--- src/rtl/mv_xform_ctrl.sv ---
// Issue/flow controller for the pipelined 4x4 FP32 matrix-vector datapath:
// double-buffered matrix file, credit-throttled issue and a valid/ready result FIFO.
module mv_xform_ctrl #(
    parameter int IDW      = 8,
    parameter int PIPE_LAT = 5,
    parameter int OFD      = 8
) (
    input  logic                          clk,
    input  logic                          rst,
    input  logic                          cfg_we,
    input  logic [3:0]                    cfg_addr,
    input  logic [31:0]                   cfg_wdata,
    input  logic                          cfg_commit,
    output logic                          cfg_busy,
    input  logic                          s_valid,
    output logic                          s_ready,
    input  logic [IDW-1:0]                s_id,
    input  logic [127:0]                  s_vec,
    output logic [511:0]                  dp_mat,
    output logic                          dp_in_valid,
    output logic [IDW-1:0]                dp_in_id,
    output logic [127:0]                  dp_in_vec,
    input  logic                          dp_out_valid,
    input  logic [IDW-1:0]                dp_out_id,
    input  logic [127:0]                  dp_out_vec,
    output logic                          m_valid,
    input  logic                          m_ready,
    output logic [IDW-1:0]                m_id,
    output logic [127:0]                  m_vec,
    output logic [$clog2(PIPE_LAT+2)-1:0] inflight,
    output logic                          err_ovf
);

    localparam int IFW = $clog2(PIPE_LAT + 2);
    localparam int CW  = $clog2(OFD + 1);
    localparam int PW  = (OFD > 1) ? $clog2(OFD) : 1;
    localparam int SW  = ((IFW > CW) ? IFW : CW) + 1;
    localparam int EW  = IDW + 128;

    typedef enum logic [1:0] {
        ST_RUN   = 2'd0,
        ST_DRAIN = 2'd1,
        ST_SWAP  = 2'd2
    } state_t;

    function automatic logic [511:0] ident_mat();
        logic [511:0] m;
        m = {512{1'b0}};
        for (int i = 0; i < 4; i++) begin
            m[32*(i*5) +: 32] = 32'h3F80_0000;
        end
        return m;
    endfunction

    function automatic logic [PW-1:0] ptr_inc(input logic [PW-1:0] p);
        return (p == PW'(OFD - 1)) ? {PW{1'b0}} : p + PW'(1);
    endfunction

    localparam logic [511:0] IDENT_MAT = ident_mat();

    state_t          state_r, state_nxt_s;
    logic [511:0]    shadow_r, active_r;
    logic [IFW-1:0]  inflight_r;
    logic [EW-1:0]   mem_r [OFD];
    logic [PW-1:0]   rd_ptr_r, wr_ptr_r, rd_nxt_s;
    logic [CW-1:0]   count_r, count_nxt_s, remain_s;
    logic [IDW-1:0]  m_id_r;
    logic [127:0]    m_vec_r;
    logic            err_ovf_r;
    logic [SW-1:0]   occ_s;
    logic            s_ready_s, cfg_busy_s, swap_s;
    logic            issue_s, pop_s, full_s, wr_en_s, ovf_s, head_load_s;
    logic [EW-1:0]   head_s;

    // FSM state register
    always_ff @(posedge clk) begin
        if (rst) begin
            state_r <= ST_RUN;
        end else begin
            state_r <= state_nxt_s;
        end
    end

    // FSM next-state: a commit drains the pipe before the one-cycle matrix swap
    always_comb begin
        state_nxt_s = state_r;
        case (state_r)
            ST_RUN:   state_nxt_s = cfg_commit ? ST_DRAIN : ST_RUN;
            ST_DRAIN: state_nxt_s = (inflight_r == {IFW{1'b0}}) ? ST_SWAP : ST_DRAIN;
            ST_SWAP:  state_nxt_s = ST_RUN;
            default:  state_nxt_s = ST_RUN;
        endcase
    end

    assign occ_s = SW'(inflight_r) + SW'(count_r);

    // FSM outputs: issue only in RUN and only while every in-flight result has a FIFO slot
    always_comb begin
        s_ready_s  = 1'b0;
        cfg_busy_s = 1'b0;
        swap_s     = 1'b0;
        case (state_r)
            ST_RUN:   s_ready_s = !rst && (occ_s < SW'(OFD));
            ST_DRAIN: cfg_busy_s = 1'b1;
            ST_SWAP: begin
                cfg_busy_s = 1'b1;
                swap_s     = 1'b1;
            end
            default:  s_ready_s = 1'b0;
        endcase
    end

    assign issue_s = s_valid && s_ready_s;

    // Matrix register files; the swap copies the shadow as it was before any same-cycle write
    always_ff @(posedge clk) begin
        if (rst) begin
            shadow_r <= IDENT_MAT;
            active_r <= IDENT_MAT;
        end else begin
            if (cfg_we) begin
                shadow_r[32*cfg_addr +: 32] <= cfg_wdata;
            end
            if (swap_s) begin
                active_r <= shadow_r;
            end
        end
    end

    // In-flight credit counter, saturating at zero on a spurious return
    always_ff @(posedge clk) begin
        if (rst) begin
            inflight_r <= {IFW{1'b0}};
        end else begin
            case ({issue_s, dp_out_valid})
                2'b10:   inflight_r <= inflight_r + IFW'(1);
                2'b01:   inflight_r <= (inflight_r == {IFW{1'b0}}) ? inflight_r : inflight_r - IFW'(1);
                default: inflight_r <= inflight_r;
            endcase
        end
    end

    assign pop_s   = (count_r != {CW{1'b0}}) && m_ready;
    assign full_s  = (count_r == CW'(OFD));
    assign wr_en_s = dp_out_valid && (!full_s || pop_s);
    assign ovf_s   = dp_out_valid && full_s && !pop_s;

    // FIFO pointer/count next values and the head entry that m_id/m_vec will hold next cycle
    always_comb begin
        rd_nxt_s    = pop_s ? ptr_inc(rd_ptr_r) : rd_ptr_r;
        remain_s    = count_r - CW'(pop_s);
        head_s      = mem_r[rd_nxt_s];
        head_load_s = 1'b1;
        case ({wr_en_s, pop_s})
            2'b10:   count_nxt_s = count_r + CW'(1);
            2'b01:   count_nxt_s = count_r - CW'(1);
            default: count_nxt_s = count_r;
        endcase
        if (remain_s == {CW{1'b0}}) begin
            head_s      = {dp_out_id, dp_out_vec};
            head_load_s = wr_en_s;
        end else begin
            head_load_s = 1'b1;
        end
    end

    // FIFO storage
    always_ff @(posedge clk) begin
        if (wr_en_s) begin
            mem_r[wr_ptr_r] <= {dp_out_id, dp_out_vec};
        end
    end

    // FIFO control, registered head and sticky overflow flag
    always_ff @(posedge clk) begin
        if (rst) begin
            rd_ptr_r  <= {PW{1'b0}};
            wr_ptr_r  <= {PW{1'b0}};
            count_r   <= {CW{1'b0}};
            m_id_r    <= {IDW{1'b0}};
            m_vec_r   <= {128{1'b0}};
            err_ovf_r <= 1'b0;
        end else begin
            rd_ptr_r <= rd_nxt_s;
            count_r  <= count_nxt_s;
            if (wr_en_s) begin
                wr_ptr_r <= ptr_inc(wr_ptr_r);
            end
            if (head_load_s) begin
                {m_id_r, m_vec_r} <= head_s;
            end
            if (ovf_s) begin
                err_ovf_r <= 1'b1;
            end
        end
    end

    assign cfg_busy    = cfg_busy_s;
    assign s_ready     = s_ready_s;
    assign dp_mat      = active_r;
    assign dp_in_valid = issue_s;
    assign dp_in_id    = s_id;
    assign dp_in_vec   = s_vec;
    assign m_valid     = (count_r != {CW{1'b0}});
    assign m_id        = m_id_r;
    assign m_vec       = m_vec_r;
    assign inflight    = inflight_r;
    assign err_ovf     = err_ovf_r;

endmodule

--- config.mk ---
export PLATFORM = sky130hd
export DESIGN_NAME = mv_xform_ctrl
export DESIGN_NICKNAME = d
export VERILOG_FILES = /design/src/rtl/mv_xform_ctrl.sv
export SDC_FILE = /design/constraint.sdc
export NUM_CORES = 2
export LEC_CHECK = 0
export ABC_AREA = 1
export CELL_PAD_IN_SITES_DETAIL_PLACEMENT = 0
export CELL_PAD_IN_SITES_GLOBAL_PLACEMENT = 2
export CORE_MARGIN = 2
export CORE_UTILIZATION = 37
export CTS_CLUSTER_SIZE = 16
export DETAILED_ROUTE_END_ITERATION = 10
export GPL_TIMING_DRIVEN = 0
export HOLD_SLACK_MARGIN = 0.15
export PLACE_DENSITY_LB_ADDON = 0.08
export REMOVE_ABC_BUFFERS = 1
export SLEW_MARGIN = 15
export SYNTH_ARGS = -nofsm -noshare
export SYNTH_HDL_FRONTEND = slang
export SYNTH_SLANG_ARGS = --single-unit
--- constraint.sdc ---
create_clock -name clk -period 23.6 [get_ports clk]
set_input_delay 5.9 -clock clk [delete_from_list [all_inputs] [get_ports clk]]
set_output_delay 5.9 -clock clk [all_outputs]
set_load 0.05 [all_outputs]
==> summary.md <==
| Metric | Value |
|---|---|
| Status | finished, final reports clean |
| Critical path peak fanout | 98 |
| Slew Limit Fails | 0 |
| Initial antenna violation count | 63 |
| Remaining antenna violation count | 0 |
| Commonest non-fill, non-tap cell in the layout | nand3_1 |
| PD cells | between 100 and 150 nW/um^2 |
| Internal | around 8300 uW |
| CTS-repair resized insts | 0 |
| Unique masters post-synth | 38 |
| # port buffers | ~830 |
| Vias | around 75000 |
| TritonCTS buffer count | 279 |
| R2r endpoint | m_vec[26] |
| Worst-Skew Late Latency | ~0.94 ns |
| # DRC | 0 |
| Worst VDD drop | a little under 0.0002 V |
| Fin. Hold Viols | 0 |
| Combinational cell fraction of total power | 0.350 |
| Crit path capture type | primary output |
| Starting DRT DRC Count | approximately 6600 |
| P_sw | 5110 uW |
| Seq pwr share | 0.345 |
| Reg2reg path depth | 14 |
| Crit share post-route | 0.655 |
| Clock power share | 0.304 |
| Core ar. | 248000 sq um |
| Final setup vio count | 0 |
| H-Tree Depth | 5 |
| Sink Count | roughly 2300 |
| Total grt overflow | 0 |
| Worst Max-Slew Pin Slew | around 1.1 ns |
| CP startpoint kind | input port |
| Largest cells by area after synthesis | edfxtp_1 35%, dfxtp_1 26%, nand3_1 9.7%, inv_1 4.9%, nor2_1 4.6% |
| Overall routing resource usage | 0.291 |
| Root Buffer | clkbuf_16 |
| Worst Path Class, Setup | input port to primary output |
| Rows | 183 |
| Synth area leader | edfxtp_1 |
| Worst r2r src | count_r[2] |
| Total length of routed wires | roughly 380000 um |
| Die width | slightly above 500 um |
| GP Congestion | about 0.77 |
| Nets@finish | roughly 11000 |
| Die area | around 250000 sq um |
| Yosys warns | 0 |
| Reg2reg setup slack | 19.42 ns |
| CP Data Required Time | roughly 18 ns |
| Worst rel slew slack | 0.238 |
| Final HPWL DP | ~250000 um |
| WHS Path Cells | 2 |
| Final TNS setup | 0 ns |
| First drt pass iteration count | 6 |
| Largest net degree at the start of global routing | around 120 |
| Drt wl/cell | around 27 um |
| RSZ-0062 raised after global routing | false |
| Sequential area share after synthesis | 0.609 |
| Achievable Freq | between 60 and 70 MHz |
| Share of the synthesized area in the top cell type | 0.354 |
| Placed inst area | about 110000 sq um |
| Vias per Instance | 5.33 |
| Most frequent cells in the layout | 1779 x nand3_1, 1192 x inv_1, 1176 x dfxtp_1 |
| Ratio of cells with drive above 1 in the final layout | 0.0628 |
| CTS tree | yes |
| Max Cap Violations | 0 |
| Starting Density | 0.371 |
| Final Non-Filler Cells | roughly 14000 |
| Filler Cells Inserted | roughly 23000 |
| Vias in the first global route | between 60000 and 70000 |
| Syn avg cell area | 9.15 sq um |
| Leakage | roughly 0.046 uW |
| Chip Height | 503 um |
| Area grow syn2layout | 23.8% |
| CTS Hold Bufs | 0 |
| Total power | 13400 uW |
| Maximum clock path buffer count | 4 |
| Final Skew | about 0.050 ns |
| Crit path to | dp_in_valid |
| Post-CTS Setup Repair Bufs | 0 |
| CP Launch Point | rst |
| Net Sw Frac | 0.380 |
| Post-route design area | about 110000 sq um |
| Mapped Area | 92300 sq um |
| Worst Hold Class | flop to flop |
| Final min period | 15.45 ns |
| Mapped Cells | between 10000 and 15000 |
| WP data arrival | between 9 and 10 ns |
| Layout Utilization | 0.460 |
| Io pins | ~1100 |
| Post-synthesis register bit count | roughly 2300 |
| First-pass GRT wire length | 530000 um |
| Inst Count DP | 13600 |
| Clk pin slew, worst setup/hold paths | 0.06 ns |
[metrics by stage]
stage	hold WS, ns	worst slack [ns]
after floorplan	0.422	-0.749
after global placement	0.431	-52.13
after detailed placement	0.440	8.19
after CTS	0.439	8.17
after global routing	0.466	7.91
final	0.441	8.15
[worst max-delay path, cell delays in order]
cell             delay [ns]
buf_8                  0.46
clkinv_4               0.52
buf_16                 0.35
buf_16                 0.23
buf_16                 0.25
buf_16                 0.24
nand2_1                0.15
nor3_1                 0.05
nand2_1                0.09
inv_1                  0.05
nand2_1                0.09
inv_1                  0.07
clkdlybuf4s50_1        0.70
[power by group through the flow]
stage | registers (uW) | clock network [uW] | logic (uW)
6_report | 4650 | 4090 | 4710
5_1_grt | 4670 | 4320 | 5040
4_1_cts | 4640 | 4170 | 4750
3_5_place_dp | 4720 | 0 | 4730
3_3_place_gp | 4780 | 0 | 4970
2_1_floorplan | 5420 | 0 | 2170
[layer usage]
metal	vias to the layer above	GRT usage	wire length, um
li1	34600	-	-
met1	36600	0.366	156000
met2	2918	0.439	166000
met3	697	0.116	39800
met4	84	0.119	16100
met5	-	0.0504	1990
[final cells by class]
type	count	area, sq um	share of cell area
diodes	18	45.0	0.000394
clock buffers	396	7900	0.0691
clock inverters	75	656	0.00574
inverters	1222	4640	0.0406
multi-input cells	5691	27300	0.239
flip-flops and latches	2264	56200	0.492
well taps	3330	4170	0.0365
repair buffers	1045	13400	0.117
[sequential cells by signal, summed over array words and instances, names as in the netlist]
name and flops:
m_id 8, shadow_r 512, dp_mat 512, mem_r 1088
wr_ptr_r 3, rd_ptr_r 3, err_ovf 1, inflight 3
state_r 2, count_r 4, m_vec 128
[Yosys cell counts]
master,instances
nor2_8,1
nand3_4,2
a31oi_1,32
a22oi_1,83
nor3_2,3
buf_6,25
nand3_1,1781
clkbuf_1,417
fa_1,2
nor2_1,1133
nor2_2,10
nand2_1,916
nand2_4,1
nand2_2,6
clkinv_1,2
nor2_4,6
o21ai_1,56
dfxtp_1,1176
o21ai_0,777
clkinv_2,1
o31ai_1,1
ha_1,15
a21oi_1,483
inv_1,1197
buf_2,269
and3_1,1
inv_2,22
edfxtp_1,1088
xor2_1,2
nor3_1,155
buf_1,40
buf_4,154
nand4_1,100
xnor2_1,1
a211oi_1,79
o211a_1,42
o21bai_1,1
o211ai_1,2
[cells by family (layout without fill, tap and decap cells)]
kind of cell             Yosys count  in the layout  synth area share
AO/OA/AOI/OAI                   1556           1556            0.0916
AND/OR/NAND/NOR                 4115           4115             0.198
other                              0             18                 0
XOR/XNOR                           3              3          0.000285
buffers and inverters           2127           2738            0.0985
adder cells (fa/ha/maj)           17             17           0.00247
flip-flops                      2264           2264             0.609
[worst min-delay path by stage]
stage | start | to | slack [ns]
floorplan | shadow_r[388] | dp_mat[388] | 0.42
global route | shadow_r[448] | dp_mat[448] | 0.47
CTS | shadow_r[395] | dp_mat[395] | 0.44
detailed placement | shadow_r[391] | dp_mat[391] | 0.44
finish | shadow_r[347] | dp_mat[347] | 0.44
global placement | shadow_r[398] | dp_mat[398] | 0.43
(Power assumes the default switching activity.)
